[config.mk]
export PLATFORM = sky130hd
export DESIGN_NAME = rr_shared_reg_arbiter_flat
export DESIGN_NICKNAME = d
export VERILOG_FILES = /design/src/rtl/rr_shared_reg_arbiter_pkg.sv /design/src/rtl/rr_shared_reg_arbiter_if.sv /design/src/rtl/rr_shared_reg_arbiter_rr_pick.sv /design/src/rtl/rr_shared_reg_arbiter.sv /design/src/flat_wrapper.sv
export SDC_FILE = /design/constraint.sdc
export NUM_CORES = 1
export LEC_CHECK = 0
export CAP_MARGIN = 0
export CORE_AREA = 2 2 55 57
export DETAILED_ROUTE_END_ITERATION = 10
export DIE_AREA = 0 0 57 59
export PLACE_DENSITY = 0.91
export REMOVE_ABC_BUFFERS = 1
export SYNTH_ARGS = -nofsm -noshare
export SYNTH_HDL_FRONTEND = slang
export SYNTH_SLANG_ARGS = --single-unit
[constraint.sdc]
create_clock -name clk -period 4.05 [get_ports clk]
set_input_delay 1.0125 -clock clk [delete_from_list [all_inputs] [get_ports clk]]
set_output_delay 1.0125 -clock clk [all_outputs]
set_load 0.02 [all_outputs]
[src/rtl/rr_shared_reg_arbiter_pkg.sv]
// Shared types and helpers for the round-robin shared-register arbiter.
package rr_shared_reg_arbiter_pkg;

   // Arbiter FSM encoding: IDLE may grant, HOLD keeps the register stable.
   typedef enum logic {
      ST_IDLE = 1'b0,
      ST_HOLD = 1'b1
   } state_t;

   // Width of an index into n items; never narrower than one bit.
   function automatic int idx_w(input int n);
      return (n <= 1) ? 1 : $clog2(n);
   endfunction

endpackage : rr_shared_reg_arbiter_pkg

[src/rtl/rr_shared_reg_arbiter_if.sv]
// Requester-side bus of the shared-register arbiter.
//
// Handshake: req[i] is a level that the requester keeps high until it sees
// gnt[i]; gnt is a one-hot, single-cycle pulse that is both the grant and the
// acknowledge, and q_out carries the captured data in that same cycle.
// Requests raised while busy is high are not queued; they are considered
// again only once the arbiter has returned to IDLE.
interface rr_shared_reg_arbiter_if
   import rr_shared_reg_arbiter_pkg::*;
#(
   parameter int N = 8,
   parameter int R = 4
) ();
   localparam int IW = idx_w(R);

   logic [R-1:0]   req;
   logic [R*N-1:0] data_in;
   logic           flush;
   logic [R-1:0]   gnt;
   logic [IW-1:0]  owner;
   logic [N-1:0]   q_out;
   logic           q_valid;
   logic           busy;

   // Producers drive requests and data; they observe grant and register.
   modport master (
      output req, data_in, flush,
      input  gnt, owner, q_out, q_valid, busy
   );

   // The arbiter consumes requests and drives grant and register.
   modport slave (
      input  req, data_in, flush,
      output gnt, owner, q_out, q_valid, busy
   );

endinterface : rr_shared_reg_arbiter_if

[src/rtl/rr_shared_reg_arbiter_rr_pick.sv]
// Combinational round-robin priority picker: searches upward from the bit
// after i_ptr, wrapping modulo R, and reports the first set request.
module rr_pick #(
   parameter int R  = 4,
   parameter int IW = 2
) (
   input  logic [R-1:0]  i_req,
   input  logic [IW-1:0] i_ptr,
   output logic [IW-1:0] o_winner,
   output logic          o_any_req
);

   int w_idx;

   // Scan R positions starting just past the last winner; first hit wins.
   always_comb begin
      o_winner  = '0;
      o_any_req = 1'b0;
      w_idx     = 0;
      for (int k = 1; k <= R; k++) begin
         w_idx = int'(i_ptr) + k;
         if (w_idx >= R) w_idx = w_idx - R;
         if (!o_any_req && i_req[w_idx]) begin
            o_any_req = 1'b1;
            o_winner  = IW'(w_idx);
         end
      end
   end

endmodule : rr_pick

[src/rtl/rr_shared_reg_arbiter.sv]
// Round-robin arbiter time-sharing one N-bit capture register among R
// requesters, with a HOLD-cycle window after each load before re-arbitrating.
module rr_shared_reg_arbiter
   import rr_shared_reg_arbiter_pkg::*;
#(
   parameter int N    = 8,
   parameter int R    = 4,
   parameter int HOLD = 2
) (
   input  logic                          clk,
   input  logic                          rst_n,
   rr_shared_reg_arbiter_if.slave        arb_bus,
   output state_t                        o_dbg_state
);

   localparam int IW = idx_w(R);
   localparam int CW = idx_w(HOLD);

   state_t         r_state;
   logic [CW-1:0]  r_cnt;
   logic [IW-1:0]  r_ptr;
   logic [N-1:0]   r_q;
   logic           r_q_valid;
   logic [R-1:0]   r_gnt;
   logic [IW-1:0]  r_owner;
   logic           r_busy;

   state_t         w_state_nxt;
   logic [CW-1:0]  w_cnt_nxt;
   logic [IW-1:0]  w_ptr_nxt;
   logic [N-1:0]   w_q_nxt;
   logic           w_q_valid_nxt;
   logic [R-1:0]   w_gnt_nxt;
   logic [IW-1:0]  w_owner_nxt;
   logic           w_busy_nxt;

   logic [IW-1:0]  w_winner;
   logic           w_any_req;

   rr_pick #(
      .R  (R),
      .IW (IW)
   ) u_pick (
      .i_req     (arb_bus.req),
      .i_ptr     (r_ptr),
      .o_winner  (w_winner),
      .o_any_req (w_any_req)
   );

   // Next-state logic: grant in IDLE, count down in HOLD, flush clears data.
   always_comb begin
      w_state_nxt   = r_state;
      w_cnt_nxt     = r_cnt;
      w_ptr_nxt     = r_ptr;
      w_q_nxt       = r_q;
      w_q_valid_nxt = r_q_valid;
      w_gnt_nxt     = '0;
      w_owner_nxt   = r_owner;
      w_busy_nxt    = r_busy;

      // Flush clears the register in either state; in IDLE it also blocks
      // the grant below, and in HOLD the countdown carries on regardless.
      if (arb_bus.flush) begin
         w_q_nxt       = '0;
         w_q_valid_nxt = 1'b0;
      end

      case (r_state)
         ST_IDLE: begin
            if (w_any_req && !arb_bus.flush) begin
               w_q_nxt             = arb_bus.data_in[int'(w_winner)*N +: N];
               w_q_valid_nxt       = 1'b1;
               w_gnt_nxt[w_winner] = 1'b1;
               w_owner_nxt         = w_winner;
               w_ptr_nxt           = w_winner;
               w_busy_nxt          = 1'b1;
               w_cnt_nxt           = CW'(HOLD - 1);
               w_state_nxt         = ST_HOLD;
            end
         end
         ST_HOLD: begin
            if (r_cnt == '0) begin
               w_state_nxt = ST_IDLE;
               w_busy_nxt  = 1'b0;
            end else begin
               w_cnt_nxt = r_cnt - 1'b1;
            end
         end
         default: w_state_nxt = ST_IDLE;
      endcase
   end

   // State and datapath registers; reset parks the pointer on R-1 so that
   // requester 0 is first in line after reset.
   always_ff @(posedge clk or negedge rst_n) begin
      if (!rst_n) begin
         r_state   <= ST_IDLE;
         r_cnt     <= '0;
         r_ptr     <= IW'(R - 1);
         r_q       <= '0;
         r_q_valid <= 1'b0;
         r_gnt     <= '0;
         r_owner   <= '0;
         r_busy    <= 1'b0;
      end else begin
         r_state   <= w_state_nxt;
         r_cnt     <= w_cnt_nxt;
         r_ptr     <= w_ptr_nxt;
         r_q       <= w_q_nxt;
         r_q_valid <= w_q_valid_nxt;
         r_gnt     <= w_gnt_nxt;
         r_owner   <= w_owner_nxt;
         r_busy    <= w_busy_nxt;
      end
   end

   assign arb_bus.gnt     = r_gnt;
   assign arb_bus.owner   = r_owner;
   assign arb_bus.q_out   = r_q;
   assign arb_bus.q_valid = r_q_valid;
   assign arb_bus.busy    = r_busy;
   assign o_dbg_state     = r_state;

endmodule : rr_shared_reg_arbiter

[src/flat_wrapper.sv]
// flat-port wrapper written by rule: the top's interface ports become plain ports
module rr_shared_reg_arbiter_flat import rr_shared_reg_arbiter_pkg::*;
#(
   parameter int N    = 8,
   parameter int R    = 4,
   parameter int HOLD = 2
)
  (clk, rst_n, o_dbg_state, arb_bus_req, arb_bus_data_in, arb_bus_flush, arb_bus_gnt, arb_bus_owner, arb_bus_q_out, arb_bus_q_valid, arb_bus_busy);
  rr_shared_reg_arbiter_if #(.N(N), .R(R)) arb_bus_i ();
  input  logic clk;
  input  logic rst_n;
  output state_t o_dbg_state;
  input wire logic [$bits(arb_bus_i.req)-1:0] arb_bus_req;
  input wire logic [$bits(arb_bus_i.data_in)-1:0] arb_bus_data_in;
  input wire logic [$bits(arb_bus_i.flush)-1:0] arb_bus_flush;
  output wire logic [$bits(arb_bus_i.gnt)-1:0] arb_bus_gnt;
  output wire logic [$bits(arb_bus_i.owner)-1:0] arb_bus_owner;
  output wire logic [$bits(arb_bus_i.q_out)-1:0] arb_bus_q_out;
  output wire logic [$bits(arb_bus_i.q_valid)-1:0] arb_bus_q_valid;
  output wire logic [$bits(arb_bus_i.busy)-1:0] arb_bus_busy;
  assign arb_bus_i.req = arb_bus_req;
  assign arb_bus_i.data_in = arb_bus_data_in;
  assign arb_bus_i.flush = arb_bus_flush;
  assign arb_bus_gnt = arb_bus_i.gnt;
  assign arb_bus_owner = arb_bus_i.owner;
  assign arb_bus_q_out = arb_bus_i.q_out;
  assign arb_bus_q_valid = arb_bus_i.q_valid;
  assign arb_bus_busy = arb_bus_i.busy;
  rr_shared_reg_arbiter #(.N(N), .R(R), .HOLD(HOLD)) u_core (.clk(clk), .rst_n(rst_n), .arb_bus(arb_bus_i), .o_dbg_state(o_dbg_state));
endmodule
* Word-level counts from Yosys, hierarchy flattened
Index checks and enable logic that the tools add are counted.
Cells by class: mux-type cells 42, add/sub/neg operators 9, shifts and indexed selects 1, bitwise operators 1, magnitude comparators 10, equal/unequal tests 2, reductions and logical operators 11
Operators with widths (count):
- 32-bit by 4-bit < comparator with 1-bit output, second input constant | 4
- 32-bit 2-to-1 mux | 4
- 32-bit by 4-bit >= comparator with 1-bit output, second input constant | 1
- 32-bit by 6-bit variable part select with 8-bit output | 1
- 32-bit by 4-bit subtractor with 32-bit output, second input constant | 1
- 8-bit 2-to-1 mux | 3
- 1-bit 2-to-1 mux | 21
- 1-bit binary-select mux with 2-bit select | 4
- 2-bit 2-to-1 mux | 4
- 4-bit 2-to-1 mux | 2
- 3-bit by 3-bit subtractor with 4-bit output, second input constant | 2
- 2-bit by 2-bit adder with 3-bit output, second input constant | 2
- 3-bit >= comparator, second input constant | 2
- 1-bit case mux with 2 select lines | 3
- 1-bit logical AND | 5
- 4-bit by 3-bit subtractor with 5-bit output, second input constant | 1
- 2-bit by 3-bit adder with 4-bit output, second input constant | 1
- 4-bit by 3-bit >= comparator with 1-bit output, second input constant | 1
- 1-bit zero test | 4
- 2-bit AND reduction | 2
- 2-bit by 1-bit adder with 3-bit output, second input constant | 1
- 2-bit by 3-bit < comparator with 1-bit output, second input constant | 1
- 1-bit demux with 2-bit select | 1
- 2-bit by 1-bit >= comparator with 1-bit output, second input constant | 1
- other kinds (4) | 4
Word-level totals: word-level logic and storage cells 84, input bits 39, output and inout bits 17, bits in registers 20

* Longest topological paths before layout
depth after elaboration 22, gate-level depth with buffers 6, mapped depth without buffers 5

* By module
A second synthesis with hierarchy kept.
Unflattened totals: cells, all modules 80, area, all modules 1008.5 um2
By module, submodules not included:
- rr_shared_reg_arbiter | times used 1, area each 917.1 um2, cells an instance 66, seq. area each 503.0 um2
- rr_pick | times used 1, area each 91.3 um2, cells an instance 14, seq. area each 0.0 um2

* Worst setup path before layout
No wires, ideal clock.
kind in2reg, from input port arb_bus_req[1], to register u_core.r_q[1] (netlist: u_core.arb_bus.q_out[1]), stages 6, setup slack 1891 ps, library setup time 134 ps, path buffers 1, data required time 3916 ps, arrival time 2025 ps, cells stage by stage and2b_4 o21ai_2 and3_1 buf_4 mux2i_1 o211ai_1
Between the ends: cells in the longest elaborated chain, start to end 16, elaborated cells between the ends (all ways) 30, classes of those cells 1 x shift; 22 x mux; 7 x reduce/logical
RTL lines:
- start, declared | RTL line flat_wrapper.sv:13 | input wire logic [$bits(arb_bus_i.req)-1:0] arb_bus_req;
- 1-bit binary-select mux with 2-bit select | RTL line rr_shared_reg_arbiter_rr_pick.sv:23 | if (!o_any_req && i_req[w_idx]) begin
- 1-bit 2-to-1 mux (not written as such) (2 in series) | RTL line rr_shared_reg_arbiter_rr_pick.sv:23
- 1-bit 2-to-1 mux | RTL line rr_shared_reg_arbiter_rr_pick.sv:23
- 1-bit zero test | RTL line rr_shared_reg_arbiter_rr_pick.sv:23
- 1-bit logical AND | RTL line rr_shared_reg_arbiter_rr_pick.sv:23
- 1-bit 2-to-1 mux | RTL line rr_shared_reg_arbiter_rr_pick.sv:23
- 1-bit zero test | RTL line rr_shared_reg_arbiter_rr_pick.sv:23
- 1-bit logical AND | RTL line rr_shared_reg_arbiter_rr_pick.sv:23
- 1-bit 2-to-1 mux | RTL line rr_shared_reg_arbiter_rr_pick.sv:23
- 1-bit zero test | RTL line rr_shared_reg_arbiter_rr_pick.sv:23
- 1-bit logical AND | RTL line rr_shared_reg_arbiter_rr_pick.sv:23
- 2-bit 2-to-1 mux / 1-bit 2-to-1 mux (equally long branches) | RTL line rr_shared_reg_arbiter_rr_pick.sv:23
- 32-bit by 6-bit variable part select with 8-bit output / 1-bit logical AND (equally long branches) | RTL line rr_shared_reg_arbiter.sv:71, rr_shared_reg_arbiter.sv:70
- 8-bit 2-to-1 mux (*) | RTL line rr_shared_reg_arbiter.sv:70 | if (w_any_req && !arb_bus.flush) begin
- 8-bit 2-to-1 mux (*) | RTL line rr_shared_reg_arbiter.sv:68 | case (r_state)
- net u_core.w_q_nxt[1] | RTL line rr_shared_reg_arbiter.sv:31 | logic [N-1:0] w_q_nxt;
- end signal, assigned | RTL line rr_shared_reg_arbiter.sv:109 | r_q <= w_q_nxt;
- end, declared | RTL line rr_shared_reg_arbiter.sv:22 | logic [N-1:0] r_q;
Mark *: on every way through the listed nets, which the timed path passes. The rest lies on a longest branch. The select of a mux whose other input is x is not followed. A chain may end at the register's enable or synchronous reset.

* Final worst setup path
from input port arb_bus_req[1], to register u_core.r_q[6] (netlist: u_core.arb_bus.q_out[6])
The elaborated chain is that of the path after synthesis.

==> flow_metrics.env <==
export IMPL_drive_gt1_frac=0.05747
export IMPL_syn_instance_count=120
export IMPL_grt_max_degree=21
export IMPL_track_usage=0.1891
export IMPL_antenna_found_initial=0
export IMPL_viasPerCell=5.483
export IMPL_numCtsBuffers=3
export IMPL_multi_input_area_um2=536.8
export IMPL_wl_um=2912
export IMPL_cts_root_buffer="clkbuf_4"
export IMPL_clockBufferDepth=2
export IMPL_drc_errors=0
export IMPL_drtIter0Drc=17
export IMPL_place_gp_congestion=0.7297
export IMPL_critPathLaunch="arb_bus_req[1]"
export IMPL_yosys_area_top_type="dfrtp_1"
export IMPL_slew_viol_final=0
export IMPL_fin_skew_ns=0.001464
export IMPL_hpwl_um=2252
export IMPL_htree_levels=1
export IMPL_postCtsSetupBuffers=0
export IMPL_path_class="in -> reg"
export IMPL_gr_total_overflow=0
export IMPL_final_cell_mix="clkdlybuf4s50_1 (55), dfrtp_1 (18), nand2_1 (13), nor2_1 (10)"
export IMPL_portBuffers=55
export IMPL_start_kind="primary input"
export IMPL_cp_top_family="compound AO/OA/AOI/OAI gates"
export IMPL_max_slew_margin=0.3974
export IMPL_io_pins=56
export IMPL_crit_slowest_cell="o21ai_1"
export IMPL_setup_tns_ns=0
export IMPL_synth_cell_type_count=30
export IMPL_final_common_cell="clkdlybuf4s50_1"
export IMPL_fillers=221
export IMPL_setup_ws_ns=0.9555
export IMPL_powerDensity_mw_per_mm2=571.3
export IMPL_reg2reg_from="u_core.r_ptr[0]"
export IMPL_tightest_slew_ns=0.8979
export IMPL_yosysWarnings=0
export IMPL_status="finished, final reports clean"
export IMPL_synth_area_top_cells="dfrtp_1 (41%), mux2i_1 (7.2%), and4_1 (5.5%), dfstp_2 (4.8%), o211ai_1 (4.8%)"
export IMPL_cp_max_fo=16
export IMPL_final_util=0.6274
export IMPL_grt_setup_unrepaired="no"
export IMPL_p_leak_uw=0.0007225
export IMPL_ys_seq_area_frac=0.4548
export IMPL_dieHeight_um=59
export IMPL_avgSynthCellArea_um2=9.217
export IMPL_first_pass_iters=4
export IMPL_fp_coreArea_mm2=0.002710
export IMPL_hold_buffers=0
export IMPL_cts_tree="done"
export IMPL_end_kind="flop"
export IMPL_path_clk_slew_ns=0.11
export IMPL_n_antenna_cell=0
export IMPL_fmaxAchievable_mhz=323.2
export IMPL_routedWlPerCell_um=14.20
export IMPL_hp_class="reg -> reg"
export IMPL_cts_resized=0
export IMPL_min_delay_start="u_core.r_cnt"
export IMPL_grt_pass1_vias=1175
export IMPL_die_area_mm2=0.003363
export IMPL_clkSinkCount=20
export IMPL_hold_violations=0
export IMPL_syn_to_final_growth_pct=53.73
export IMPL_crit_chain="clkdlybuf4s50_1, o21ai_1, and3_1, mux2i_1, o211ai_1"
export IMPL_grt_pass1_wl_um=4905
export IMPL_ant_nets=0
export IMPL_ys_ff_latch=20
export IMPL_cpPeakStageDelay_ns=0.74
export IMPL_vdd_drop_max_mv=0.4022
export IMPL_setup_violations=0
export IMPL_synth_top_area_frac=0.4072
export IMPL_seq_area_um2=503.0
export IMPL_die_w_um=57
export IMPL_finalCritPeriodShare=0.7641
export IMPL_place_ws_ns=0.6768
export IMPL_finalNetCount=214
export IMPL_route_vias_total=1124
export IMPL_maxCapViolCount=0
export IMPL_critPathBufInv=1
export IMPL_required_ns=4.23
export IMPL_num_rows=19
export IMPL_layout_min_cycle_time_ns=3.095
export IMPL_synth_area_mm2=0.001106
export IMPL_start_util=0.4081
export IMPL_crit_arrival_ns=3.28
export IMPL_clk_latency_ns=0.31
==> registers in the layout (all words and copies together) (netlist names) <==
signal                  cells
u_core.arb_bus.q_out        8
u_core.arb_bus.gnt          4
u_core.arb_bus.owner        2
u_core.r_ptr                2
u_core.arb_bus.busy         1
u_core.arb_bus.q_valid      1
u_core.o_dbg_state          1
u_core.r_cnt                1
==> final timing paths <==
kind	endpoint	slack [ns]	cells after the start
max	u_core.arb_bus.q_out[6]	0.96	5
min	u_core.o_dbg_state	0.50	2
max reg2reg	u_core.arb_bus.q_out[6]	1.78	5
min reg2reg	u_core.o_dbg_state	0.50	2
max in group asynchronous	u_core.arb_bus.owner[1]	2.32	1
min in group asynchronous	u_core.arb_bus.q_out[6]	1.19	1
==> Yosys cell counts, drive strengths merged <==
master	n
dfrtp	18
nor3	3
nor4	1
dfstp	2
and4	7
o21a	1
a21o	1
or3	1
and2b	1
clkbuf	3
mux2	1
a31oi	7
o21ai	13
nand3	1
and3	1
mux2i	8
clkinv	1
nor2	10
o211ai	7
a32oi	1
a221oi	1
nand2b	2
a21oi	3
nor2b	1
nand2	13
inv	9
buf	3
==> power by group <==
part	switching (uW)	internal (uW)	total (uW)
Sequential	50.5	285	335
Combinational	284	252	536
Clock	61.9	38.6	100
Total	396	575	971
==> area by class of cell <==
type	count	share of cell area
clock buffer	4	0.01545
timing repair buffer	56	0.3282
multi-input combinational	84	0.3157
inverter	10	0.02208
tap	31	0.02281
sequential	20	0.2958
==> metrics by stage <==
stage | instances | cell area, um2 | hold WS, ns | power [uW]
after CTS | 205 | 1700 | 0.4962 | 970.7
after detailed placement | 201 | 1674 | 0.4705 | 870.6
after floorplan | 114 | 1077 | 0.4501 | 635.4
final | 205 | 1700 | 0.4972 | 971.5
after global placement | 201 | 1674 | 0.4556 | 852.0
after global routing | 205 | 1700 | 0.5365 | 1031
==> cell families (layout without fill, tap and decap cells) <==
family / Yosys count / count (layout) / share of synthesized area
muxes: 9 / 9 / 0.08258
buffers and inverters: 16 / 70 / 0.05995
DFF: 20 / 20 / 0.4547
AOI/OAI and AO/OA: 34 / 34 / 0.2081
and+or+nand+nor: 41 / 41 / 0.1946
==> metal layers <==
metal / share of wire / wire length [um] / vias to the layer above / track usage
met2: 0.48 / 1412 / 57 / 0.3235
met3: 0.078 / 228 / 11 / 0.04585
met5: 0 / 0 / - / 0
li1: - / - / 539 / -
met1: 0.41 / 1188 / 517 / 0.2166
met4: 0.028 / 82 / 0 / 0.1096
==> worst min-delay path, cell delays in order, from the launching register on <==
cell     delay, ns
dfrtp_1       0.36
nand2_1       0.05
nand2_1       0.06
(Power assumes the default switching activity.)
